## config.mk

```make
export PLATFORM = sky130hd
export DESIGN_NAME = stim_sweep
export DESIGN_NICKNAME = d
export VERILOG_FILES = /design/src/rtl/stim_sweep.sv
export SDC_FILE = /design/constraint.sdc
export NUM_CORES = 1
export LEC_CHECK = 0
export CAP_MARGIN = 20
export CORE_MARGIN = 2
export CORE_UTILIZATION = 50
export CTS_BUF_LIST = sky130_fd_sc_hd__clkbuf_16
export DETAILED_ROUTE_END_ITERATION = 7
export PLACE_DENSITY = 0.84
export SYNTH_ARGS = -nofsm -noshare
export SYNTH_HDL_FRONTEND = slang
export SYNTH_SLANG_ARGS = --single-unit
export TNS_END_PERCENT = 30
```

## constraint.sdc

```tcl
create_clock -name clk -period 6 [get_ports clk]
set_clock_uncertainty 0.1 [all_clocks]
set_input_delay 0.9 -clock clk [delete_from_list [all_inputs] [get_ports clk]]
set_output_delay 0.9 -clock clk [all_outputs]
set_load 0.03 [all_outputs]
```

## src/rtl/stim_sweep.sv

```systemverilog
// rtl/stim_sweep.sv - operand sweep driver: manual, auto-up, ping-pong and button-step modes
// Issues operands over a valid/ready request channel and captures one result per operand.
module stim_sweep #(
  parameter int N    = 16,
  parameter int MAXV = 24,
  parameter int DIVW = 27,
  parameter int SELW = 5
) (
  input  logic            clk,
  input  logic            nrst,
  input  logic [1:0]      mode,
  input  logic [SELW-1:0] sel,
  input  logic            step,
  output logic            req_valid,
  input  logic            req_ready,
  output logic [N-1:0]    req_data,
  input  logic            resp_valid,
  output logic            resp_ready,
  input  logic [N-1:0]    resp_data,
  output logic [N-1:0]    out_data,
  output logic [N-1:0]    out_operand,
  output logic            busy,
  output logic            miss
);

  typedef enum logic [1:0] {S_IDLE, S_REQ, S_WAIT} state_t;

  localparam logic [1:0]      MODE_MAN  = 2'd0;
  localparam logic [1:0]      MODE_UP   = 2'd1;
  localparam logic [1:0]      MODE_PING = 2'd2;
  localparam logic [1:0]      MODE_STEP = 2'd3;
  localparam logic [N-1:0]    MAX_A     = N'(MAXV);
  localparam logic [N-1:0]    ONE       = N'(1);
  localparam logic [DIVW-1:0] DIV_ONE   = DIVW'(1);

  state_t          state_q, state_d;
  logic [N-1:0]    a_q, a_d;
  logic            dir_q, dir_d;          // 0 = up, 1 = down
  logic [DIVW-1:0] div_q, div_d;
  logic [1:0]      mode_q;
  logic [2:0]      sync_q;
  logic [N-1:0]    req_data_q, req_data_d;
  logic [N-1:0]    out_data_q, out_data_d;
  logic [N-1:0]    out_operand_q, out_operand_d;
  logic            miss_q, miss_d;

  logic [N-1:0]    sel_ext, a_inc, a_dec, nxt_a;
  logic            nxt_dir, mode_chg, auto_mode, tick, step_evt, man_evt, auto_evt, idle, launch;

  // sync_q[1:0] is the synchronizer; sync_q[2] only remembers the previous level for edge detect
  assign step_evt  = sync_q[1] & ~sync_q[2];
  assign mode_chg  = (mode != mode_q);
  assign auto_mode = (mode_q == MODE_UP) || (mode_q == MODE_PING);
  assign tick      = auto_mode && (div_q == '0);
  assign sel_ext   = N'(sel);
  assign a_inc     = a_q + ONE;
  assign a_dec     = a_q - ONE;
  assign idle      = (state_q == S_IDLE);
  assign man_evt   = (mode_q == MODE_MAN) && (sel_ext != a_q) && (sel_ext <= MAX_A) && !mode_chg;
  // Events are dropped on the cycle a new mode is being taken so they never mix old and new modes
  assign auto_evt  = (tick || ((mode_q == MODE_STEP) && step_evt)) && !mode_chg;

  always_comb begin
    nxt_a   = a_q;
    nxt_dir = dir_q;
    case (mode_q)
      MODE_PING: begin
        if (!dir_q) begin
          if (a_q == MAX_A) begin
            nxt_dir = 1'b1;
            nxt_a   = (MAX_A == '0) ? '0 : a_dec;
          end else begin
            nxt_a   = a_inc;
            nxt_dir = (a_inc == MAX_A);
          end
        end else begin
          if (a_q == '0) begin
            nxt_dir = 1'b0;
            nxt_a   = (MAX_A == '0) ? '0 : a_inc;
          end else begin
            nxt_a   = a_dec;
            nxt_dir = (a_dec != '0);
          end
        end
      end
      default: nxt_a = (a_q == MAX_A) ? '0 : a_inc;
    endcase
  end

  always_comb begin
    state_d       = state_q;
    a_d           = a_q;
    dir_d         = dir_q;
    div_d         = auto_mode ? (div_q + DIV_ONE) : '0;
    req_data_d    = req_data_q;
    out_data_d    = out_data_q;
    out_operand_d = out_operand_q;
    miss_d        = miss_q;
    launch        = 1'b0;

    if (idle) begin
      if (man_evt) begin
        a_d    = sel_ext;
        launch = 1'b1;
      end else if (auto_evt) begin
        a_d    = nxt_a;
        dir_d  = nxt_dir;
        launch = 1'b1;
      end
    end else if (auto_evt) begin
      miss_d = 1'b1;
    end

    case (state_q)
      S_IDLE: if (launch) begin
        state_d    = S_REQ;
        req_data_d = a_d;
      end
      S_REQ:  if (req_ready) state_d = S_WAIT;
      S_WAIT: if (resp_valid) begin
        out_data_d    = resp_data;
        out_operand_d = req_data_q;
        state_d       = S_IDLE;
      end
      default: state_d = S_IDLE;
    endcase

    if (mode_chg) begin
      miss_d = 1'b0;
      dir_d  = 1'b0;
      div_d  = '0;
    end
  end

  always_ff @(posedge clk or negedge nrst) begin
    if (!nrst) begin
      state_q       <= S_IDLE;
      a_q           <= '0;
      dir_q         <= 1'b0;
      div_q         <= '0;
      mode_q        <= MODE_MAN;
      sync_q        <= '0;
      req_data_q    <= '0;
      out_data_q    <= '0;
      out_operand_q <= '0;
      miss_q        <= 1'b0;
    end else begin
      state_q       <= state_d;
      a_q           <= a_d;
      dir_q         <= dir_d;
      div_q         <= div_d;
      mode_q        <= mode;
      sync_q        <= {sync_q[1:0], step};
      req_data_q    <= req_data_d;
      out_data_q    <= out_data_d;
      out_operand_q <= out_operand_d;
      miss_q        <= miss_d;
    end
  end

  assign req_valid   = (state_q == S_REQ);
  assign resp_ready  = (state_q == S_WAIT);
  assign busy        = (state_q != S_IDLE);
  assign req_data    = req_data_q;
  assign out_data    = out_data_q;
  assign out_operand = out_operand_q;
  assign miss        = miss_q;

endmodule

```

==> results of run 1 <==
synth_stat cells (14+ instances only):
| cell type | number |
|---|---|
| mux2_2 | 35 |
| a21oi_1 | 16 |
| nor2_1 | 51 |
| inv_1 | 17 |
| nand3_1 | 26 |
| xor2_1 | 23 |
| nand2_1 | 44 |
| xnor2_1 | 16 |
| dfrtp_1 | 100 |
| clkbuf_1 | 23 |
| nor3_1 | 14 |
| o21ai_0 | 21 |
| nor4_1 | 19 |
layout make-up:
| type | instances | area share, % |
|---|---|---|
| Clock buffer | 9 | 3.43 |
| Timing Repair Buffer | 83 | 12.5 |
| Tap cell | 140 | 2.67 |
| Clock inverter | 6 | 1.24 |
| Inverter | 17 | 0.973 |
| Multi-Input combinational cell | 398 | 41.0 |
| Sequential cell | 100 | 38.2 |
worst paths after layout:
check / start / endpoint
max in group asynchronous: nrst / sync_q[2]$_DFF_PN0_
min in group asynchronous: nrst / out_data[4]$_DFFE_PN0P_
setup / recovery: a_q[0]$_DFF_PN0_ / req_data[10]$_DFFE_PN0P_
hold reg to reg: sync_q[0]$_DFF_PN0_ / sync_q[1]$_DFF_PN0_
setup reg to reg: a_q[0]$_DFF_PN0_ / req_data[10]$_DFFE_PN0P_
hold / removal: sync_q[0]$_DFF_PN0_ / sync_q[1]$_DFF_PN0_
sequential cells by signal, indices dropped and copies added (netlist names):
name and count:
div_q 27, out_data 16, mode_q 2, a_q 16, out_operand 16, miss 1, sync_q 3, dir_q 1
state_q 2, req_data 16
per-layer routing:
layer  vias up  wire length (um)  share of wire, %
met5         -                 0                 0
met3        21               933               6.9
met4         0               269               2.0
met2       211              6380                47
met1      2243              5890                44
li1       2125                 -                 -
kinds of logic after synthesis:
group / Yosys count / share of synthesized area [%]
AO/OA/AOI/OAI: 111 / 14.5
adder cells (fa/ha/maj): 9 / 2.07
buffers and inverters: 51 / 4.31
flip-flops: 100 / 46.1
XOR/XNOR: 39 / 6.29
multiplexers: 38 / 7.98
AND/OR/NAND/NOR: 201 / 18.7
power groups by stage:
stage                     combinational (mW)  clock [mW]  sequential (mW)
after global placement                  1.18           0             1.02
final                                   1.21       0.599             1.03
after detailed placement                1.20           0             1.03
after CTS                               1.20       0.613             1.02
after floorplan                        0.664           0             1.15
after global routing                    1.29       0.643             1.05
placed cells by master (no fill, tap or decap), drive strengths merged, types with 16 or more instances in the layout:
| cell type | instances |
|---|---|
| nand3 | 26 |
| a21oi | 16 |
| dfrtp | 100 |
| nand2 | 44 |
| clkdlybuf4s50 | 78 |
| inv | 20 |
| o21ai | 25 |
| mux2 | 36 |
| nor4 | 19 |
| xor2 | 23 |
| xnor2 | 16 |
| nor2 | 51 |
stage by stage:
stage | utilization [%] | hold WS (ns) | instances | power, mW
after detailed placement | 58.4 | 0.246 | 737 | 2.23
after floorplan | - | 0.231 | 549 | 1.81
after global placement | 58.4 | 0.234 | 737 | 2.20
after CTS | 61.2 | 0.263 | 752 | 2.84
final | 61.3 | 0.260 | 753 | 2.84
after global routing | 61.3 | 0.279 | 753 | 2.99
==> impl_metrics.csv, run 1 <==
group,metric,value,unit
setup_path,path_max_fanout,15,
final_layout,seqCellArea,2500,um2
global_route,grt_pass1_vias,4350,
synth,synth-seq-area-share,46.1,%
synth,yosys_warnings,0,
cts,postCtsSetupBuffers,0,
pwr,p_int,1.70,mW
global_route,antenna_found_initial,0,
setup_path,crit_required,6.13,ns
timing,period_minus_slack,3.70,ns
setup_path,crit_path_end_kind,"flop",
final_layout,antenna_cells,0,
synth,ys_top_cells_by_area,"dfrtp_1 (46%), mux2_2 (7.3%), xor2_1 (3.7%)",
final_layout,syn_to_final_growth,20.8,%
final_layout,layout-drive-gt1-share,10.6,%
pwr,seqPwrFrac,36.3,%
synth,netlist_area,5430,um2
cts,cts_made_buffers,9,
cts,htreeDepth,3,
min_path,hp-class,"reg2reg",
synth,synthFlopType,"dfrtp_1",
global_route,overflow,0,
setup_path,cp_cell_sequence,"inv_1 > ha_1 > or3b_2 > or4_4 > a2bb2oi_2 > o21ai_0 > a211oi_1 > nor2_1 > a22o_1",
pwr,p_per_area,433,nW/um2
setup_path,critPathKind,"reg2reg",
route,vias_per_cell,6.11,
global_route,grt_util_met2,38.5,%
cts,root_buffer,"clkbuf_16",
floorplan,rows,38,
floorplan,start_util,50.7,%
timing,fin_setup_tns,0,ns
pwr,clockPowerShare,21.1,%
global_route,use_met1,32.2,%
cts,cts_buffer_depth,2,
place,gp_congestion,0.944,
final_layout,nets,646,
floorplan,ioPinCount,80,
setup_path,crit_family,"compound AO/OA/AOI/OAI gates",
floorplan,die_w,108,um
route,first_iter_violations,407,
synth,postSynthCellCount,549,
setup_path,start_kind,"flop",
route,dr.pass1.iters,8,
pwr,p_sw_share,40.1,%
setup_path,path_depth,9,
timing,worst_pin_slew,0.907,ns
cts,cts_tree,"built",
global_route,grt_usage,23.5,%
synth,synth_top_cell_area_share,46.1,%
route,wl_per_cell,17.9,um
place,dpl_cell_area,6240,um2
floorplan,die_h,108,um
timing,grt_setup_unrepaired,"false",
final_layout,design_area,6560,um2
timing,final.period_utilization,61.6,%
synth,synth.distinct_cells,69,
pwr,p_leak,2.76,nW
synth,synth-edff-count,0,
timing,fin_ws,2.30,ns
min_path,worst_hold_path.num_cells,0,
route,wl,13.5,mm
synth,synth-seq-cells,100,
timing,setup_violations,0,
synth,syn-num-nets,586,
global_route,top_usage_layer,"met2",
setup_path,arrival,3.82,ns
floorplan,core,10700,um2
cts,post_cts_resized,0,
place,dp_hpwl,9.51,mm
pwr,pwr-share-comb,42.6,%
timing,slew_headroom,39.2,%
cts,clk_latency,0.34,ns
setup_path,cpMaxStageDelayCell,"a2bb2oi_2",
global_route,grt_pass1_wl,21.7,mm
place,place_ws,2.07,ns
cts,cts-hold-fix-buffers,0,
cts,clkSlewWorstSetupHoldPaths,0.07,ns
flow_run,cap_violations,0,
global_route,grt_max_degree,64,
timing,drv_slew,0,
pwr,vdd_drop_max,0.273,mV
route,drtAntennaViolNets,0,
route,remaining_drc_errors,0,
synth,yosys.area.top_type,"dfrtp_1",
setup_path,rrSetupSlack,2.30,ns
setup_path,r2r_cells,9,
place,io_buffers,79,
timing,fmax,271,MHz
global_route,grt.met3_usage,4.22,%
final_layout,num-fill-cells,872,
final_layout,multi_input_area,2690,um2
timing,hold_viol_final,0,
synth,syn_avg_cell_area,9.89,um2
pwr,switching_power,1.14,mW
cts,clock_sinks,100,
outcome,status,"complete, no violations",
route,routed-via-count,4600,
setup_path,cp_slowest_stage_delay,0.60,ns
setup_path,path_buf_inv,1,
floorplan,fp.dieArea,11700,um2
synth,synthArstFlopShare,100,%
Note: power is estimated with default switching activity, not from simulation.
==> inputs of run 2 (changes only) <==
==> constraint.sdc (replaced) <==
create_clock -name clk -period 3.6 [get_ports clk]
set_clock_uncertainty 0.1 [all_clocks]
set_input_delay 0.54 -clock clk [delete_from_list [all_inputs] [get_ports clk]]
set_output_delay 0.54 -clock clk [all_outputs]
set_load 0.03 [all_outputs]
==> impl_metrics.csv, run 2 (synthesis results as in run 1) <==
group,metric,value,unit
outcome,status,"complete, no violations",
global_route,grt_pass1_vias,4689,
cts,postCtsSetupBuffers,0,
route,wl,14.5,mm
place,dp_hpwl,10.5,mm
setup_path,crit_required,3.73,ns
final_layout,regMostFlops,"div_q",
setup_path,path_max_fanout,7,
setup_path,cp_slowest_stage_delay,0.59,ns
cts,root_buffer,"clkbuf_16",
setup_path,cp_cell_sequence,"inv_1 > ha_1 > or3b_2 > or4_4 > a2bb2oi_2 > buf_4 > o221ai_1 > and3_1 > a211o_1",
timing,final.period_utilization,87.9,%
cts,post_cts_resized,0,
min_path,hp-class,"in2async",
global_route,use_met1,35.4,%
route,routed-via-count,4824,
floorplan,core,10700,um2
pwr,power.total,4.98,mW
setup_path,critPathKind,"reg2reg",
pwr,p_per_area,729,nW/um2
setup_path,arrival,3.29,ns
global_route,grt_max_degree,87,
final_layout,seqCellArea,2500,um2
floorplan,fp.dieArea,11700,um2
pwr,vdd_drop_max,0.449,mV
final_layout,utilization,63.8,%
route,wl_per_cell,18.5,um
floorplan,die_w,108,um
floorplan,ioPinCount,80,
final_layout,antenna_cells,0,
timing,period_minus_slack,3.16,ns
final_layout,layoutNonFillerInstCount,783,
setup_path,crit_family,"simple AND/OR/NAND/NOR gates",
timing,worst_pin_slew,0.898,ns
route,vias_per_cell,6.16,
cts,cts_tree,"built",
place,gp_congestion,0.989,
setup_path,path_buf_inv,2,
place,io_buffers,79,
global_route,top_usage_layer,"met2",
final_layout,largest_reg_flops,27,
cts,clk_latency,0.35,ns
cts,htreeDepth,3,
route,dr.pass1.iters,5,
global_route,grt.met3_usage,3.80,%
final_layout,syn_to_final_growth,25.8,%
setup_path,crit_path_end_kind,"flop",
floorplan,rows,38,
route,remaining_drc_errors,0,
floorplan,die_h,108,um
setup_path,start_kind,"flop",
cts,cts-hold-fix-buffers,0,
timing,drv_slew,0,
global_route,antenna_found_initial,0,
cts,clkSlewWorstSetupHoldPaths,0.07,ns
final_layout,final_cell_mix,"dfrtp_1 (100), clkdlybuf4s50_1 (78), nor2_1 (51)",
timing,slew_headroom,40.0,%
timing,grt_setup_unrepaired,"false",
route,drtAntennaViolNets,0,
pwr,p_leak,2.92,nW
final_layout,final_common_cell,"dfrtp_1",
final_layout,layout-drive-gt1-share,15.1,%
floorplan,start_util,50.7,%
place,dp_cells,766,
timing,hold_viol_final,0,
timing,fmax,316,MHz
route,first_iter_violations,627,
final_layout,nets,675,
final_layout,multi_input_area,2690,um2
global_route,overflow,0,
cts,clock_sinks,100,
cts,cts_made_buffers,9,
global_route,grt_usage,25.4,%
global_route,grt_pass1_wl,23.5,mm
final_layout,num-fill-cells,868,
timing,fin_setup_tns,0,ns
flow_run,cap_violations,0,
timing,setup_violations,0,
cts,cts_buffer_depth,2,
global_route,grt_util_met2,41.5,%
setup_path,cpMaxStageDelayCell,"or4_4",
==> run 2: area by class of cell <==
cell class,count,area share [%]
multi-input cells,398,39.4
flip-flops and latches,100,36.6
repair buffers,112,15.5
clock buffers,9,3.30
well taps,140,2.57
clock inverters,7,1.69
inverters,17,0.934
==> run 2: metal layers <==
layer | vias to the layer above | part of all wire (%) | routed length (um)
met2 | 261 | 48 | 6940
li1 | 2175 | - | -
met5 | - | 0 | 0
met1 | 2365 | 43 | 6170
met4 | 0 | 1.6 | 235
met3 | 23 | 8.0 | 1150
==> run 2: worst paths after layout <==
kind | startpoint | endpoint | slack [ns] | cells after the start
max in group asynchronous | nrst | div_q[8]$_DFF_PN0_ | 2.54 | 3
setup / recovery | a_q[1]$_DFF_PN0_ | a_q[5]$_DFF_PN0_ | 0.44 | 9
hold reg to reg | sync_q[0]$_DFF_PN0_ | sync_q[1]$_DFF_PN0_ | 0.26 | 0
setup reg to reg | a_q[1]$_DFF_PN0_ | a_q[5]$_DFF_PN0_ | 0.44 | 9
hold / removal | nrst | out_data[5]$_DFFE_PN0P_ | 0.03 | 1
min in group clk | sync_q[0]$_DFF_PN0_ | sync_q[1]$_DFF_PN0_ | 0.26 | 0
==> run 2: power breakdown <==
part	total, mW	internal (mW)	switching (mW)
logic	2.34	0.960	1.38
clock network	1.08	0.627	0.456
registers	1.55	1.38	0.177
==> run 2: stage by stage <==
step	area, um2	setup slack (ns)	hold WS (ns)
CTS	6800	0.457	0.269
detailed placement	6460	0.490	0.256
finish	6830	0.437	0.0321
global placement	6460	0.529	0.233
global route	6830	0.267	0.0634
floorplan	5430	0.442	0.144
